--- config.mk ---
export PLATFORM = sky130hd
export DESIGN_NAME = controller_poll_scheduler
export DESIGN_NICKNAME = d
export VERILOG_FILES = /design/src/rtl/controller_pkg.sv /design/src/rtl/controller_edge_latch.sv /design/src/rtl/controller_poll_scheduler.sv
export SDC_FILE = /design/constraint.sdc
export NUM_CORES = 1
export LEC_CHECK = 0
export ABC_CLOCK_PERIOD_IN_PS = 1700
export BUFFER_PORTS_ARGS = -buffer_cell sky130_fd_sc_hd__buf_2
export CORE_MARGIN = 8
export CORE_UTILIZATION = 25
export CTS_CLUSTER_DIAMETER = 200
export DETAILED_ROUTE_END_ITERATION = 16
export GPL_TIMING_DRIVEN = 0
export HOLD_SLACK_MARGIN = 0.08
export PLACE_DENSITY = 0.55
export SLEW_MARGIN = 15
export SYNTH_ARGS = -nofsm -noshare
export SYNTH_HDL_FRONTEND = slang
export SYNTH_SLANG_ARGS = --single-unit
--- constraint.sdc ---
create_clock -name clk_in -period 1.7 [get_ports clk_in]
set_clock_uncertainty 0.05 [all_clocks]
set_input_delay 0.085 -clock clk_in [delete_from_list [all_inputs] [get_ports clk_in]]
set_output_delay 0.085 -clock clk_in [all_outputs]
set_load 0.03 [all_outputs]
--- src/rtl/controller_pkg.sv ---
// Shared definitions for the controller poll scheduler and the CPU memory map.
package controller_pkg;

    localparam int BUTTON_BITS      = 8;
    localparam int MIN_FETCH_CYCLES = 14;

    // Bit positions of each button within a controller byte.
    localparam int BTN_A      = 0;
    localparam int BTN_B      = 1;
    localparam int BTN_SELECT = 2;
    localparam int BTN_START  = 3;
    localparam int BTN_UP     = 4;
    localparam int BTN_DOWN   = 5;
    localparam int BTN_LEFT   = 6;
    localparam int BTN_RIGHT  = 7;

    typedef enum logic [1:0] {
        IDLE    = 2'd0,
        START   = 2'd1,
        WAIT    = 2'd2,
        CAPTURE = 2'd3
    } poll_state_t;

endpackage

--- src/rtl/controller_edge_latch.sv ---
// Sticky "newly pressed" flags for one controller byte. A rising edge seen
// at capture wins over a same-cycle acknowledge of that bit.
module controller_edge_latch
    import controller_pkg::*;
(
    input  logic                   clk_in,
    input  logic                   rst,
    input  logic                   capture,
    input  logic [BUTTON_BITS-1:0] new_bits,
    input  logic [BUTTON_BITS-1:0] old_bits,
    input  logic [BUTTON_BITS-1:0] ack_bits,
    output logic [BUTTON_BITS-1:0] pressed
);

    logic [BUTTON_BITS-1:0] pressed_r;

    // Clear acknowledged bits every cycle; set bits on a 0->1 transition at capture.
    always_ff @(posedge clk_in) begin
        if (rst) begin
            pressed_r <= '0;
        end else if (capture) begin
            pressed_r <= (pressed_r & ~ack_bits) | (new_bits & ~old_bits);
        end else begin
            pressed_r <= pressed_r & ~ack_bits;
        end
    end

    assign pressed = pressed_r;

endmodule

--- src/rtl/controller_poll_scheduler.sv ---
// Issues one start_fetch per frame or CPU request, waits out the fetch
// window, then snapshots the controller bytes and updates pressed flags.
module controller_poll_scheduler
    import controller_pkg::*;
#(
    parameter int NUM_CONTROLLERS = 2,
    parameter int FETCH_CYCLES    = 16
) (
    input  logic                                   clk_in,
    input  logic                                   rst,
    input  logic                                   vsync_start,
    input  logic                                   cpu_fetch_req,
    input  logic                                   poll_enable,
    input  logic [BUTTON_BITS*NUM_CONTROLLERS-1:0] buttons_in_LIST,
    output logic                                   start_fetch,
    output logic                                   busy,
    output logic [BUTTON_BITS*NUM_CONTROLLERS-1:0] buttons_LIST,
    output logic [BUTTON_BITS*NUM_CONTROLLERS-1:0] pressed_LIST,
    input  logic [BUTTON_BITS*NUM_CONTROLLERS-1:0] ack_LIST,
    output logic                                   sample_valid,
    output logic [7:0]                             poll_count
);

    localparam int         W          = BUTTON_BITS * NUM_CONTROLLERS;
    localparam logic [7:0] CNT_LOAD   = 8'(FETCH_CYCLES - 1);

    poll_state_t state_r;
    poll_state_t next_state_s;
    logic [7:0]  cnt_r;
    logic        pending_r;
    logic        start_fetch_r;
    logic        busy_r;
    logic [W-1:0] buttons_r;
    logic        sample_valid_r;
    logic [7:0]  poll_count_r;
    logic        trig_s;
    logic        capture_s;

    assign trig_s    = (vsync_start & poll_enable) | cpu_fetch_req;
    assign capture_s = (state_r == CAPTURE);

    // Next-state decode for the poll sequencer.
    always_comb begin
        next_state_s = state_r;
        case (state_r)
            IDLE: begin
                if (trig_s || pending_r) begin
                    next_state_s = START;
                end else begin
                    next_state_s = IDLE;
                end
            end
            START:   next_state_s = WAIT;
            WAIT: begin
                if (cnt_r == 8'd0) begin
                    next_state_s = CAPTURE;
                end else begin
                    next_state_s = WAIT;
                end
            end
            CAPTURE: next_state_s = IDLE;
            default: next_state_s = IDLE;
        endcase
    end

    // State register.
    always_ff @(posedge clk_in) begin
        if (rst) begin
            state_r <= IDLE;
        end else begin
            state_r <= next_state_s;
        end
    end

    // Fetch-window counter: loaded in START, counts down through WAIT.
    always_ff @(posedge clk_in) begin
        if (rst) begin
            cnt_r <= 8'd0;
        end else if (state_r == START) begin
            cnt_r <= CNT_LOAD;
        end else if ((state_r == WAIT) && (cnt_r != 8'd0)) begin
            cnt_r <= cnt_r - 8'd1;
        end else begin
            cnt_r <= cnt_r;
        end
    end

    // Any number of triggers while a poll is in flight collapse to one retry.
    always_ff @(posedge clk_in) begin
        if (rst) begin
            pending_r <= 1'b0;
        end else if (state_r == IDLE) begin
            pending_r <= 1'b0;
        end else if (trig_s) begin
            pending_r <= 1'b1;
        end else begin
            pending_r <= pending_r;
        end
    end

    // Registered strobes: start_fetch during START, busy from START to CAPTURE.
    always_ff @(posedge clk_in) begin
        if (rst) begin
            start_fetch_r <= 1'b0;
            busy_r        <= 1'b0;
        end else begin
            start_fetch_r <= (next_state_s == START);
            busy_r        <= (next_state_s != IDLE);
        end
    end

    // Snapshot the button levels and count completed captures.
    always_ff @(posedge clk_in) begin
        if (rst) begin
            buttons_r      <= '0;
            poll_count_r   <= 8'd0;
            sample_valid_r <= 1'b0;
        end else if (capture_s) begin
            buttons_r      <= buttons_in_LIST;
            poll_count_r   <= poll_count_r + 8'd1;
            sample_valid_r <= 1'b1;
        end else begin
            buttons_r      <= buttons_r;
            poll_count_r   <= poll_count_r;
            sample_valid_r <= 1'b0;
        end
    end

    for (genvar g = 0; g < NUM_CONTROLLERS; g++) begin : g_edge
        controller_edge_latch u_edge (
            .clk_in   (clk_in),
            .rst      (rst),
            .capture  (capture_s),
            .new_bits (buttons_in_LIST[g*BUTTON_BITS +: BUTTON_BITS]),
            .old_bits (buttons_r[g*BUTTON_BITS +: BUTTON_BITS]),
            .ack_bits (ack_LIST[g*BUTTON_BITS +: BUTTON_BITS]),
            .pressed  (pressed_LIST[g*BUTTON_BITS +: BUTTON_BITS])
        );
    end

    assign start_fetch  = start_fetch_r;
    assign busy         = busy_r;
    assign buttons_LIST = buttons_r;
    assign sample_valid = sample_valid_r;
    assign poll_count   = poll_count_r;

endmodule

==> metrics.cfg <==
[cells_and_area]
regArea_sq_um=1090
mostFrequentLayoutCell=buf_2
most-common-layout-cells=buf_2, dfxtp_1, dlygate4sd3_1
final_area_sq_um=3250
multiInputGateArea_sq_um=1130
layout-drive-gt1-share=0.313
antenna_cells=0
n_fill_cell=893
syn2layout_area_growth_pct=46.2
fin_nets=399

[yosys]
synth_nets=277
synthDistinctLibCells=34
postSynthAreaPerCell_sq_um=9.54
synth_enable_flop_cells=0
ys_ff_latch=54
synth_flop_cell=dfxtp_1
synth_cells=233
async_reset_ff_frac=0
synth_area_sq_um=2220
ys_warn_count=0
yosys.area.top_type=dfxtp_1
synthTopCellsByArea=dfxtp_1, mux2i_1, a21oi_1, nand3b_1, nand2b_1
seq_area_frac_synth=0.486
synth_top_area_share=0.486

[power_and_ir_drop]
ir_drop_mv=0.405
cellPowerDensity_nw_per_um2=896
total_leakage_power_nw=1.33

[setup_path]
start_kind=flop
cp-end-kind=flop
arrival_ps=1900
crit_required_ps=1890
critPathBufInv=1
crit_slowest_cell=or4b_4
critPathMaxFanout=5
crit_family=simple AND/OR/NAND/NOR gates
path_cells=inv_2 > ha_4 > or4b_4 > or4_4 > a21oi_2
max_stage_delay_ps=500
crit_type=flop to flop

[route]
routed_via_density=4.49
drc=0
dr_total_vias=2081
first_pass_iters=4
wl_per_cell_microns=13.7
wl_microns=6340
drt_iter0_markers=68
ant_nets=0

[placed_design]
port_buffers=78
routabilityCongestion=0.798
placed_area_sq_um=2750
dp_slack_ps=-237
dpl.hpwl_microns=4400

[clock_tree]
cts_tree=done
clk_path_buf_depth=2
cts.clk_slew.worst_paths_ps=90
cts_buffers=5
cts_htree_levels=2
cts.sinks=54
cts_root_buf=clkbuf_8
clock_latency_ps=300

[grt]
antenna_found_initial=0
grt_first_pass_wirelength_microns=9890
grt_pass1_vias=2057
grt_max_degree=15
overflow=0
grt_usage=0.104

[timing]
fin_crit_sh=1.01
relSlewSlack=0.600
rsz0062_at_grt=yes
tightest_slew_ps=601
setup_viol=1
fin_ws_ps=-11.5
hold_viol=0
drv_slew=0
timing.fmax_mhz=584
fin_crit_ps=1710

[floorplan]
die_area_sq_um=12200
die_y_microns=110
die-width_microns=110
row_count=34
core_area_sq_um=8680
start_util=0.256
io_pins=80

[run]
max-cap-violations=0

[hold_path]
min_path_type=input port to flop

[status]
violations=setup timing
status=finished, violations left

## synth_stat cells (4+ instances only)
cell	number
mux2i_1	17
nor2b_1	4
a21oi_1	28
nor2_1	24
ha_1	7
nand3_1	4
clkbuf_1	8
inv_1	5
nand2_1	5
nand2b_1	16
dfxtp_1	54
nand3b_1	16
o21ai_0	7
## power by group
group          internal (W)  switching [W]
Clock              0.000285       0.000396
Sequential          0.00136      0.0000798
Combinational      0.000372       0.000421
Total               0.00201       0.000897
## worst paths after layout
check	from	to	slack, ps	cells past startpoint
setup / recovery	state_r[0]$_SDFF_PP0_	cnt_r[7]$_SDFFE_PP0P_	-10	5
hold / removal	cpu_fetch_req	state_r[0]$_SDFF_PP0_	120	4
setup reg to reg	state_r[0]$_SDFF_PP0_	cnt_r[7]$_SDFFE_PP0P_	-10	5
hold reg to reg	g_edge[0].u_edge.pressed[2]$_SDFF_PP0_	g_edge[0].u_edge.pressed[2]$_SDFF_PP0_	420	2
## worst reg2reg max path, cell delays in order, from the launching register on
cell and delay [ps]:
dfxtp_2 340, inv_2 70, ha_4 150, or4b_4 500
or4_4 430, a21oi_2 110
## metrics by stage
stage | power (W) | TNS, ps | hold WS, ps | utilization | std cells
4_1_cts | 0.00291 | -55.1 | 121 | 0.367 | 459
2_1_floorplan | 0.00191 | 0 | 182 | - | 233
5_1_grt | 0.00310 | -128 | 151 | 0.375 | 463
6_report | 0.00291 | -11.5 | 122 | 0.375 | 463
3_5_place_dp | 0.00211 | -2760 | 296 | 0.317 | 419
3_3_place_gp | 0.00210 | -2660 | 284 | 0.317 | 419
## flip-flops by register name, indices dropped and copies added, names as in the netlist
register,cells
poll_count,8
sample_valid,1
busy,1
g_edge.u_edge.pressed,16
pending_r,1
cnt_r,8
buttons_LIST,16
start_fetch,1
state_r,2
## cells by family after synthesis
| group | share of synthesized area |
|---|---|
| flops | 0.486 |
| mux | 0.0765 |
| fa+ha+maj | 0.0394 |
| xor+xnor | 0.0158 |
| buf+inv | 0.0281 |
| simple gates | 0.236 |
| compound gates | 0.118 |
## repair_timing
item / CTS / global route
endpoints found under the hold margin: 32 / 0
hold buffers: 32 / 0
endpoints found under the setup margin: 38 / 26
gates resized for setup: 7 / 12
setup buffers: 1 / 4
pin swaps: 0 / 2
## layer usage
layer / routed length, microns / vias to the layer above / part of all wire / track usage
met3: 376 / 5 / 0.059 / 0.0308
met4: 57 / 0 / 0.0090 / 0.0343
met2: 3280 / 44 / 0.52 / 0.184
li1: - / 1056 / - / -
met1: 2630 / 976 / 0.41 / 0.116
met5: 0 / - / 0 / 0
## layout make-up
cell class,instances,share of cell area
Clock buffer,7,0.0235
Buffer,11,0.0166
Sequential cell,54,0.335
Timing Repair Buffer,115,0.230
Inverter,5,0.00577
Tap cell,108,0.0416
Multi-Input combinational cell,163,0.347
(Power assumes the default switching activity.)
